[config.mk]
export PLATFORM = sky130hd
export DESIGN_NAME = note_sequencer
export DESIGN_NICKNAME = d
export VERILOG_FILES = /design/src/rtl/note_sequencer.sv
export SDC_FILE = /design/constraint.sdc
export NUM_CORES = 1
export LEC_CHECK = 0
export BUFFER_PORTS_ARGS = -buffer_cell sky130_fd_sc_hd__buf_2
export CAP_MARGIN = 20
export CORE_MARGIN = 3
export CORE_UTILIZATION = 45
export CTS_CLUSTER_DIAMETER = 40
export DETAILED_ROUTE_END_ITERATION = 12
export GPL_TIMING_DRIVEN = 0
export PLACE_DENSITY = 0.69
export SYNTH_ARGS = -nofsm -noshare
export SYNTH_HDL_FRONTEND = slang
export SYNTH_SLANG_ARGS = --single-unit
[constraint.sdc]
create_clock -name clk_48kHz -period 4 [get_ports clk_48kHz]
set_input_delay 0 -clock clk_48kHz [delete_from_list [all_inputs] [get_ports clk_48kHz]]
set_output_delay 0 -clock clk_48kHz [all_outputs]
set_load 0.02 [all_outputs]
[src/rtl/note_sequencer.sv]
// note_sequencer: keypad step sequencer and oscillator note arbiter.
// Records up to STEPS_P note indices in REC mode and plays them back at a
// fixed tempo in PLAY mode. A held live key overrides the pattern note.
// Ports:
//   clk_48kHz   - system/sample clock
//   rst_n       - synchronous active-low reset
//   mode_i      - 00 LIVE, 01 REC, 10 PLAY, 11 LIVE
//   key_valid_i - one-cycle pulse, key_code_i valid
//   key_code_i  - decoded key index
//   key_held_i  - level, any key pressed
//   clear_i     - one-cycle pulse, empties the pattern
//   note_o      - note index to the phase-increment LUT
//   gate_o      - oscillator enable
//   step_o      - current playback step
//   len_o       - recorded step count, 0..STEPS_P
//   full_o      - pattern full
//   step_tick_o - pulse at the start of each played step
//   state_o     - 0 LIVE, 1 REC, 2 PLAY
module note_sequencer #(
  parameter int unsigned STEPS_P     = 16,
  parameter int unsigned TEMPO_DIV_P = 12000,
  parameter int unsigned GATE_DIV_P  = 9000
) (
  input  logic       clk_48kHz,
  input  logic       rst_n,
  input  logic [1:0] mode_i,
  input  logic       key_valid_i,
  input  logic [3:0] key_code_i,
  input  logic       key_held_i,
  input  logic       clear_i,
  output logic [3:0] note_o,
  output logic       gate_o,
  output logic [3:0] step_o,
  output logic [4:0] len_o,
  output logic       full_o,
  output logic       step_tick_o,
  output logic [1:0] state_o
);

  localparam int unsigned CNT_W = (TEMPO_DIV_P > 1) ? $clog2(TEMPO_DIV_P) : 1;
  localparam logic [CNT_W-1:0] CNT_LAST  = CNT_W'(TEMPO_DIV_P - 1);
  // One bit wider than cnt so GATE_DIV_P == TEMPO_DIV_P never matches.
  localparam logic [CNT_W:0]   GATE_CNT  = (CNT_W+1)'(GATE_DIV_P);
  localparam logic [4:0]       STEPS_LEN = 5'(STEPS_P);

  typedef enum logic [1:0] {
    ST_LIVE = 2'd0,
    ST_REC  = 2'd1,
    ST_PLAY = 2'd2
  } state_e;

  state_e           state, state_nxt;
  logic [3:0]       mem [STEPS_P];
  logic             mem_we;
  logic [3:0]       live_note, live_note_nxt;
  logic [4:0]       len_q, len_nxt;
  logic [3:0]       step_q, step_nxt;
  logic [CNT_W-1:0] cnt, cnt_nxt;
  logic [CNT_W:0]   cnt_inc;
  logic [4:0]       step_inc;
  logic [3:0]       pat_note, pat_note_nxt;
  logic             pat_gate, pat_gate_nxt;
  logic [3:0]       note_nxt;
  logic             gate_nxt;
  logic             tick_nxt;
  logic             full_nxt;

  assign state_o = state;
  assign len_o   = len_q;
  assign step_o  = step_q;

  assign cnt_inc  = {1'b0, cnt} + (CNT_W+1)'(1);
  assign step_inc = {1'b0, step_q} + 5'd1;

  // State register
  always_ff @(posedge clk_48kHz) begin
    if (!rst_n) state <= ST_LIVE;
    else        state <= state_nxt;
  end

  // Next state, pattern datapath and output next values
  always_comb begin
    state_nxt     = ST_LIVE;
    live_note_nxt = key_valid_i ? key_code_i : live_note;
    len_nxt       = len_q;
    step_nxt      = step_q;
    cnt_nxt       = cnt;
    pat_note_nxt  = pat_note;
    pat_gate_nxt  = pat_gate;
    tick_nxt      = 1'b0;
    mem_we        = 1'b0;
    note_nxt      = live_note_nxt;
    gate_nxt      = key_held_i;

    case (mode_i)
      2'b01:   state_nxt = ST_REC;
      2'b10:   state_nxt = ST_PLAY;
      default: state_nxt = ST_LIVE;
    endcase

    // Recording; clear takes priority over a coincident key
    if (state == ST_REC && key_valid_i && !clear_i && len_q < STEPS_LEN) begin
      mem_we  = 1'b1;
      len_nxt = len_q + 5'd1;
    end
    if (clear_i) begin
      len_nxt  = '0;
      step_nxt = '0;
    end

    if (state_nxt == ST_PLAY) begin
      if (clear_i || len_q == 5'd0) begin
        // Empty pattern: silent, parked on step 0, note held
        step_nxt     = '0;
        cnt_nxt      = '0;
        pat_gate_nxt = 1'b0;
        if (state != ST_PLAY) pat_note_nxt = note_o;
      end else if (state != ST_PLAY) begin
        step_nxt     = '0;
        cnt_nxt      = '0;
        tick_nxt     = 1'b1;
        pat_note_nxt = mem[0];
        pat_gate_nxt = 1'b1;
      end else if (cnt == CNT_LAST) begin
        cnt_nxt      = '0;
        step_nxt     = (step_inc >= len_q) ? 4'd0 : step_inc[3:0];
        pat_note_nxt = mem[step_nxt];
        tick_nxt     = 1'b1;
        pat_gate_nxt = 1'b1;
      end else begin
        cnt_nxt = cnt_inc[CNT_W-1:0];
        if (cnt_inc == GATE_CNT) pat_gate_nxt = 1'b0;
      end
      // Live override; the pattern keeps running underneath
      note_nxt = key_held_i ? live_note_nxt : pat_note_nxt;
      gate_nxt = key_held_i | pat_gate_nxt;
    end else begin
      step_nxt     = '0;
      cnt_nxt      = '0;
      pat_gate_nxt = 1'b0;
    end

    full_nxt = (len_nxt == STEPS_LEN);
  end

  // Datapath and output registers
  always_ff @(posedge clk_48kHz) begin
    if (!rst_n) begin
      live_note   <= '0;
      len_q       <= '0;
      step_q      <= '0;
      cnt         <= '0;
      pat_note    <= '0;
      pat_gate    <= 1'b0;
      note_o      <= '0;
      gate_o      <= 1'b0;
      step_tick_o <= 1'b0;
      full_o      <= 1'b0;
    end else begin
      live_note   <= live_note_nxt;
      len_q       <= len_nxt;
      step_q      <= step_nxt;
      cnt         <= cnt_nxt;
      pat_note    <= pat_note_nxt;
      pat_gate    <= pat_gate_nxt;
      note_o      <= note_nxt;
      gate_o      <= gate_nxt;
      step_tick_o <= tick_nxt;
      full_o      <= full_nxt;
    end
  end

  // Pattern storage, deliberately not reset
  always_ff @(posedge clk_48kHz) begin
    if (rst_n && mem_we) mem[len_q[3:0]] <= key_code_i;
  end

endmodule

Yosys cells after proc, flatten, opt, wreduce, memory -nomap -nowiden
Memory sizes are Yosys's and may differ from the RTL's.
Index checks and enable logic that the tools add are counted.
{"block": "totals", "ff_bits": 41, "ramBits": 64, "inputBits": 11, "out_inout_bits": 18, "mem_count": 1}
{"block": "op_classes", "add_sub_neg": 3, "n_lt_le_gt_ge": 2, "n_eq_ne": 8, "mux": 24, "n_bitwise": 3, "reduce_logical": 12}
{"memory": "mem", "depth": 16, "word_bits": 4, "rd": 2, "rd_ports_with_merged_regs": 0, "wr": 1, "line": "53", "source": "logic [3:0] mem [STEPS_P];"}
{"operator": "$mux W4", "count": 10}
{"operator": "$add A14 B1 Y15 const B", "count": 1}
{"operator": "$eq A15 B14 Y1 const B", "count": 1}
{"operator": "$eq A14 B14 Y1 const B", "count": 1}
{"operator": "$mux W1", "count": 11}
{"operator": "$mux W5", "count": 2}
{"operator": "$add A4 B1 Y5 const B", "count": 1}
{"operator": "$add A5 B1 Y5 const B", "count": 1}
{"operator": "$eq A5 B5 Y1 const B", "count": 1}
{"operator": "$ge A5 B5 Y1", "count": 1}
{"operator": "$logic_not A5 Y1", "count": 1}
{"operator": "$lt A5 B5 Y1 const B", "count": 1}
{"operator": "$reduce_or A5 Y1", "count": 1}
{"operator": "$eq A2 B1 Y1 const B", "count": 2}
{"operator": "$eq A2 B2 Y1 const B", "count": 2}
{"operator": "$logic_and A1 B1 Y1", "count": 4}
{"operator": "$pmux W2 S2", "count": 1}
{"operator": "$reduce_or A4 Y1", "count": 1}
{"operator": "$reduce_or A3 Y1", "count": 1}
{"operator": "$ne A2 B2 Y1 const B", "count": 1}
{"operator": "$not A1 Y1", "count": 2}
{"operator": "$reduce_and A2 Y1", "count": 1}
{"operator": "$reduce_bool A2 Y1", "count": 1}
{"operator": "$logic_not A1 Y1", "count": 1}
{"operator": "2 further kinds", "count": 2}

Depth between registers and ports, before layout
Gate-level depths: netlist (run 1).
{"block": "logic_depth", "word_depth": 9, "depth_mapped": 10, "mapped_depth_nobuf": 10}

Least setup slack after synthesis (run 1)
OpenSTA, ideal clock, no wires.
{"block": "synth_path", "path_type": "flip-flop to flip-flop", "startpoint": "reg step_q[0] (netlist: step_o[0])", "endpoint": "reg note_o[0]", "arrival_ps": 2794, "t_required_ps": 3864, "path_slack_ps": 1071, "path_stages_with_launch": 11, "period_less_slack_ps": 2929, "path_cell_list": "dfxtp_1 -> ha_1 -> xnor2_1 -> inv_1 -> ha_1 -> a21oi_1 -> o21a_1 -> o21ai_1 -> nor4_1 -> a32o_1 -> a41oi_1"}
{"block": "synth_via", "elab_chain_cells": 9}
{"item": "start, declared", "line": "57", "source": "logic [3:0] step_q, step_nxt;"}
{"item": "start signal, assigned", "line": "162", "source": "step_q <= step_nxt;"}
{"item": "$add A4 B1 Y5 *", "line": "73", "source": "assign step_inc = {1'b0, step_q} + 5'd1;"}
{"item": "$ge A5 B5 Y1", "line": "126", "source": "step_nxt = (step_inc >= len_q) ? 4'd0 : step_inc[3:0];"}
{"item": "$mux W4 *", "line": "126"}
{"item": "$mem_v2 Z16 W4 *"}
{"item": "$mux W4 *", "line": "124", "source": "end else if (cnt == CNT_LAST) begin"}
{"item": "$mux W4 *", "line": "118", "source": "end else if (state != ST_PLAY) begin"}
{"item": "$mux W4 *", "line": "112", "source": "if (clear_i || len_q == 5'd0) begin"}
{"item": "$mux W4 *", "line": "135", "source": "note_nxt = key_held_i ? live_note_nxt : pat_note_nxt;"}
{"item": "$mux W4 *", "line": "111", "source": "if (state_nxt == ST_PLAY) begin"}
{"item": "end signal, assigned", "line": "166", "source": "note_o <= note_nxt;"}
{"item": "end, declared", "line": "31", "source": "output logic [3:0] note_o,"}
Every way passes the cells marked *; elsewhere a longest branch is shown, timed or not.
A chain may end at the register's enable or synchronous reset.

Final worst setup path (run 1)
{"block": "layout_path", "startpoint": "reg step_q[0] (netlist: step_o[0])", "endpoint": "reg note_o[2]"}
The elaborated chain is that of the path after synthesis.

==> qor.yml, run 1 <==
grt_util_all_layers: 0.1924
cts-root-buf: "clkbuf_8"
fin_total_pwr_mw: 1.973
worstSetupPathType: "register to register"
route.vias.total: 3794
synthDistinctLibCells: 58
fin_skew_ps: 11.90
synth_warnings: 0
via_per_inst: 5.910
synth_area_um2: 5025
reg2reg_to: "note_o[2]$_SDFF_PN0_"
drive_gt1_frac: 0.1344
ys_top_cells_by_count: "64 x edfxtp_1, 51 x nor2_1, 41 x dfxtp_1"
fmax_mhz: 292.0
crit_family: "compound AO/OA/AOI/OAI gates"
slew_headroom: 0.4181
portBuffers: 25
cp-end-kind: "register"
rows: 37
crit_start: "step_o[0]$_SDFFE_PP0P_"
outcome: "completed"
crit_top_cell: "ha_1"
synth.most_common_cell: "edfxtp_1"
reg2reg_setup_slack_ps: 580
crit_path_top_delay_cell: "dfxtp_1"
holdPathStages: 4
yosysTopAreaCell: "edfxtp_1"
min-delay-start: "key_held_i"
cts_tree: "yes"
synth-async-reset-ratio: 0
crit_fanout: 8
grt_pass1_vias: 3693
p_leak_nw: 1.897
worstPathArrival_ps: 3670
slowest_delay_ps: 470
clock-sinks: 105
start_util: 0.4740
post-dp-hpwl_um: 8394
insertedDiodeCount: 0
synth_edf_count: 64
final_net_count: 523
crit_path_start_kind: "register"
antenna_found_initial: 0
synth_area_per_cell_um2: 10.90
post_cts.repair.setup_buffers: 0
power_density_nw_per_um2: 352.7
grt_first_pass_wirelength_um: 19010
clock_path_buffers: 2
path_cells: "ha_1, xnor2_2, inv_1, ha_1, a21oi_1, o21a_1, o21ai_1, nor4_1, a32o_1, a41oi_1"
synthCells: 461
worstMarginPinSlew_ps: 866.2
worstReg2RegStart: "step_o[0]$_SDFFE_PP0P_"
synth_top_area_share: 0.3825
rsz0062_at_grt: "false"
drt_iter0_markers: 401
reg2regPathDepth: 10
wl_per_cell_um: 18.27
nFillCells: 929
ys_seq_area_frac: 0.5458
min_period_over_period: 0.8562
grt_overflow: 0
pre_cts_ws_ps: 457.1
drv_slew: 0
h-tree-depth: 3
clkTransAtPathRegs_ps: 100
wirelength_um: 11730
finalWorstPathRequiredPeriod_ps: 3425
ant_nets: 0
dp.cells: 622
synth.area.top_cells: "edfxtp_1 38%, dfxtp_1 16%, nor2_1 3.8%"
clk_latency_ps: 370
holdPathEnd: "note_o[3]$_SDFF_PN0_"
path_buf_inv: 1
syn-num-nets: 483
dieArea_um2: 12470
finalHoldViolCount: 0
instances_no_fill: 642
die_y_um: 111.7
drt_pass1_iterations: 6
finalSetupTns_ps: 0
ys.flop_type: "edfxtp_1"
coreArea_um2: 10600
ys_ff_latch: 105
die_w_um: 111.7
ir_worst_vdd_v: 0.0002367
drcViolationCount: 0
setup_viol: 0
hold_class: "input port to register"
cp.required_ps: 4250
fin_ws_ps: 575.1
syn2layout_area_growth_pct: 11.30
ios: 29
grt_max_degree: 19
numCtsBuffers: 9
gp_congestion: 0.8877
drv_cap: 0
==> placed cells by master (no fill, tap or decap), types with 10 or more instances in the layout <==
| cell | Yosys | routed |
|---|---|---|
| edfxtp_1 | 64 | 64 |
| mux2i_1 | 18 | 18 |
| xnor2_1 | 11 | 10 |
| buf_2 | 3 | 28 |
| nand2_1 | 29 | 29 |
| ha_1 | 11 | 11 |
| dfxtp_1 | 41 | 41 |
| nor3_1 | 14 | 14 |
| clkbuf_1 | 12 | 13 |
| inv_1 | 19 | 19 |
| o21ai_0 | 20 | 20 |
| nand3_1 | 21 | 21 |
| a21oi_1 | 27 | 27 |
| nor2_1 | 51 | 51 |
==> cells by family (layout without fill, tap and decap cells) <==
family,Yosys count,after routing,synth area share
AND/OR/NAND/NOR,157,157,0.1566
AO/OA/AOI/OAI,107,107,0.1427
flip-flops,105,105,0.5458
buffers and inverters,40,85,0.03735
multiplexers,24,24,0.06051
XOR/XNOR,17,17,0.02963
adder cells (fa/ha/maj),11,11,0.02739
==> cell type report <==
type,instances,area (um^2),area share
multi-input combinational,316,2102,0.3758
timing repair buffer,29,165.2,0.02953
tap,136,170.2,0.03043
clock buffer,10,127.6,0.02282
clock inverter,6,97.59,0.01745
buffer,21,116.4,0.02081
sequential,105,2743,0.4904
inverter,19,71.32,0.01275
==> layer usage <==
metal	vias to the layer above	track usage	share of wire
li1	1804	-	-
met1	1844	0.2677	0.45
met3	16	0.05326	0.053
met2	130	0.2998	0.47
met5	-	0	0
met4	0	0.04704	0.018
==> state kept, by name, summed over array words and instances, names as in the netlist <==
register	count
full_o	1
mem	64
pat_note	4
len_o	5
step_o	4
state_o	2
note_o	4
cnt	14
step_tick_o	1
pat_gate	1
live_note	4
gate_o	1
==> report_power, final <==
| group | switching (mW) | internal, mW | total, mW |
|---|---|---|---|
| clock | 0.376 | 0.363 | 0.739 |
| sequential | 0.00416 | 1.15 | 1.16 |
| combinational | 0.0503 | 0.0251 | 0.0755 |
| total | 0.430 | 1.54 | 1.97 |
==> worst register-to-register path, delay by kind of cell (launching register included) <==
kind | cells | cell delay, ps
AO/OA/AOI/OAI | 5 | 1190
buffers and inverters | 1 | 180
AND/OR/NAND/NOR | 1 | 430
XOR/XNOR | 1 | 380
adder cells (fa/ha/maj) | 2 | 670
flip-flops | 1 | 470
==> stage by stage <==
stage	hold slack (ps)	instance area [um^2]	utilization
3_5_place_dp	171.6	5320	0.5018
3_3_place_gp	165.6	5320	0.5018
2_1_floorplan	71.51	5025	-
4_1_cts	24.51	5585	0.5269
6_report	45.48	5593	0.5276
5_1_grt	32.66	5593	0.5276
==> repair_timing <==
action                     4_1_cts  5_1_grt
hold buffers                     4        0
gates resized for setup          0        1
setup endpoints to repair        0        1
hold endpoints to repair         8        0
==> worst max-delay path by stage <==
stage                                 to  cells past startpoint
floorplan           note_o[0]$_SDFF_PN0_                     10
global placement    note_o[0]$_SDFF_PN0_                     10
detailed placement  note_o[2]$_SDFF_PN0_                     10
CTS                 note_o[2]$_SDFF_PN0_                     10
global route        note_o[2]$_SDFF_PN0_                     10
finish              note_o[2]$_SDFF_PN0_                     10
Power figures use the tool's default switching activity.
==> run 2, diff against run 1 <==
--- a/config.mk
+++ b/config.mk
@@ -5,14 +5,17 @@
 export SDC_FILE = /design/constraint.sdc
 export NUM_CORES = 1
 export LEC_CHECK = 0
+export ABC_AREA = 1
 export BUFFER_PORTS_ARGS = -buffer_cell sky130_fd_sc_hd__buf_2
 export CAP_MARGIN = 20
+export CELL_PAD_IN_SITES_DETAIL_PLACEMENT = 0
+export CELL_PAD_IN_SITES_GLOBAL_PLACEMENT = 1
 export CORE_MARGIN = 3
 export CORE_UTILIZATION = 45
 export CTS_CLUSTER_DIAMETER = 40
 export DETAILED_ROUTE_END_ITERATION = 12
 export GPL_TIMING_DRIVEN = 0
-export PLACE_DENSITY = 0.69
+export PLACE_DENSITY = 0.84
 export SYNTH_ARGS = -nofsm -noshare
 export SYNTH_HDL_FRONTEND = slang
 export SYNTH_SLANG_ARGS = --single-unit
==> qor.yml, run 2 <==
outcome: "completed"
grt_util_all_layers: 0.1973  # +0.004875
pre_cts_ws_ps: 1068  # +611.1 ps
finalHoldViolCount: 0  # unchanged
largest_reg_flops: 64  # unchanged
drv_slew: 0  # unchanged
drv_cap: 0  # unchanged
cp-end-kind: "register"
worstPathArrival_ps: 3260  # -410 ps
synth_top_area_share: 0.3833  # +0.0008591
final_util: 0.5302  # +0.002670
ctsHoldBuffers: 7  # +3
route.vias.total: 4037  # +6.4%
crit_family: "simple AND/OR/NAND/NOR gates"
ios: 29  # unchanged
power.internal_mw: 1.481  # -4.0%
fin_skew_ps: 12.97  # +1.073 ps
synth.most_common_cell: "nor2_1"
ys_seq_area_frac: 0.5470  # +0.001226
cts-root-buf: "clkbuf_8"
hold_slack_ps: 18.00  # -27.48 ps
yosysTopAreaCell: "edfxtp_1"
crit_path_top_delay_cell: "dfxtp_1"
antenna_found_initial: 0  # unchanged
hold_class: "input port to register"
rsz0062_at_grt: "false"
fin_ws_ps: 999.1  # +423.9 ps
grt_overflow: 0  # unchanged
fmax_mhz: 333.2  # +14%
via_per_inst: 5.305  # -10%
clkTransAtPathRegs_ps: 100  # about the same
post_cts.repair.setup_buffers: 0  # unchanged
final_net_count: 642  # +23%
crit_path_start_kind: "register"
synth.area.top_cells: "edfxtp_1 38%, dfxtp_1 16%, nor2_1 7.0%"
slowest_delay_ps: 390  # -80 ps
setup_viol: 0  # unchanged
cp.required_ps: 4260  # about the same
pwr-share-seq: 0.615  # +0.028
drt_pass1_iterations: 5  # -1
wl_per_cell_um: 15.51  # -15%
synth_warnings: 0  # unchanged
synth-async-reset-ratio: 0  # unchanged
numCtsBuffers: 9  # unchanged
layout_commonest_cell: "nor2_1"
wirelength_um: 11810  # +0.64%
min_period_over_period: 0.7502  # -0.1060
synthDistinctLibCells: 33  # -43%
crit_top_cell: "nand2_1"
clk_latency_ps: 370  # about the same
clock-sinks: 105  # unchanged
dieArea_um2: 12440  # -0.21%
grt_pass1_vias: 3911  # +5.9%
worstSetupPathType: "register to register"
cts_tree: "yes"
p_comb_frac: 0.040  # +0.002
die_w_um: 111.6  # -0.11%
synth_area_um2: 5014  # -0.22%
ys_top_cells_by_count: "94 x nor2_1, 88 x inv_1, 81 x nand2_1"
rows: 37  # unchanged
ys.flop_type: "edfxtp_1"
synth_area_per_cell_um2: 8.734  # -20%
p_leak_nw: 2.257  # +19%
slew_headroom: 0.6264  # +0.2083
drt_iter0_markers: 323  # -19%
worstMarginPinSlew_ps: 560.4  # -305.7 ps
post-dp-hpwl_um: 8688  # +3.5%
drive_gt1_frac: 0.1184  # -0.01599
ant_nets: 0  # unchanged
p_clk_frac: 0.345  # -0.030
die_y_um: 111.6  # -0.11%
ctsResizeCount: 0  # unchanged
coreArea_um2: 10560  # -0.44%
path_cells: "ha_1, nand2_1, inv_1, nor2_1, ha_1, nand2_1, nand2_1, a21oi_4, nand3_1, buf_4, inv_1, nand3_1, nand3_1, nand3_1, nand2_1, nand2_1, nand2_1, a21oi_1"
path_buf_inv: 3  # +2
grt_max_degree: 18  # -1
ir_worst_vdd_v: 0.0001515  # -36%
gp_congestion: 0.8692  # -2.1%
syn2layout_area_growth_pct: 11.63
layout_common_cells: "94 x nor2_1, 88 x inv_1, 81 x nand2_1"
h-tree-depth: 3  # unchanged
insertedDiodeCount: 0  # unchanged
ys_ff_latch: 105  # unchanged
swShare: 0.2158  # -0.002413
grt_first_pass_wirelength_um: 19380  # +2.0%
clock_path_buffers: 2  # unchanged
drcViolationCount: 0  # unchanged
p_switching_mw: 0.4074  # -5.4%
crit_fanout: 10  # +2
portBuffers: 28  # +12%
start_util: 0.4750  # +0.001012
syn-num-nets: 596  # +23%
synthCells: 574  # +25%
finalSetupTns_ps: 0  # unchanged
power_density_nw_per_um2: 337.3  # -4.4%
synth_edf_count: 64  # unchanged
finalWorstPathRequiredPeriod_ps: 3001  # -423.9 ps
## run 2: changes by cell type in the layout (fill, tap and decap cells not counted), sizes merged, moves of 9 or more
cell   delta
inv      +69
nand2    +51
nand4    +25
xnor2     -9
buf       +9
mux2i    -18
nand3    +44
nor2     +47
## run 2: logic make-up after synthesis
kind of cell,count (synthesis),synth area share
xor+xnor,11,0.01922
fa+ha+maj,11,0.02745
compound gates,44,0.04917
buf+inv,112,0.09159
simple gates,291,0.2655
flops,105,0.5470
## run 2: worst min-delay path: cells and delay by family
family	cells	cell delay (ps)
simple gates	1	120
compound gates	1	90
buf+inv	1	130
## run 2: per-layer routing
layer  global-route usage  vias to the layer above  wire, um
met5                    0                        -         0
met4              0.08840                        0       355
met3              0.02989                       33       623
met2               0.3020                      132      5325
met1               0.2783                     1889      5501
li1                     -                     1983         -
## run 2: area by class of cell
| cell class | count | area, um^2 |
|---|---|---|
| well taps | 136 | 170.2 |
| inverters | 93 | 349.1 |
| flip-flops and latches | 105 | 2743 |
| plain buffers | 19 | 110.1 |
| clock buffers | 13 | 181.4 |
| fillers | 982 | 4959 |
| clock inverters | 3 | 21.27 |
| multi-input cells | 357 | 1812 |
| repair buffers | 35 | 210.2 |
## run 2: power groups by stage
| stage | registers, mW | clock network, mW | logic, mW |
|---|---|---|---|
| finish | 1.16 | 0.652 | 0.0756 |
| global route | 1.16 | 0.715 | 0.0850 |
| CTS | 1.16 | 0.663 | 0.0756 |
| detailed placement | 1.19 | 0 | 0.0705 |
| global placement | 1.18 | 0 | 0.0698 |
| floorplan | 1.19 | 0 | 0.0309 |
## run 2: final timing paths
check,start,end,slack [ps],depth (start not counted)
max reg2reg,step_o[0]$_SDFFE_PP0P_,note_o[3]$_SDFF_PN0_,1000,18
max,step_o[0]$_SDFFE_PP0P_,note_o[3]$_SDFF_PN0_,1000,18
min,key_valid_i,live_note[0]$_SDFF_PN0_,20,3
min reg2reg,cnt[0]$_SDFF_PP0_,cnt[0]$_SDFF_PP0_,470,1
## run 2: through the flow
step                instances  power (mW)  cell area [um^2]
floorplan                 574       1.221              5014
global placement          738       1.255              5324
detailed placement        738       1.256              5324
CTS                       761       1.899              5597
global route              761       1.962              5597
finish                    761       1.888              5597
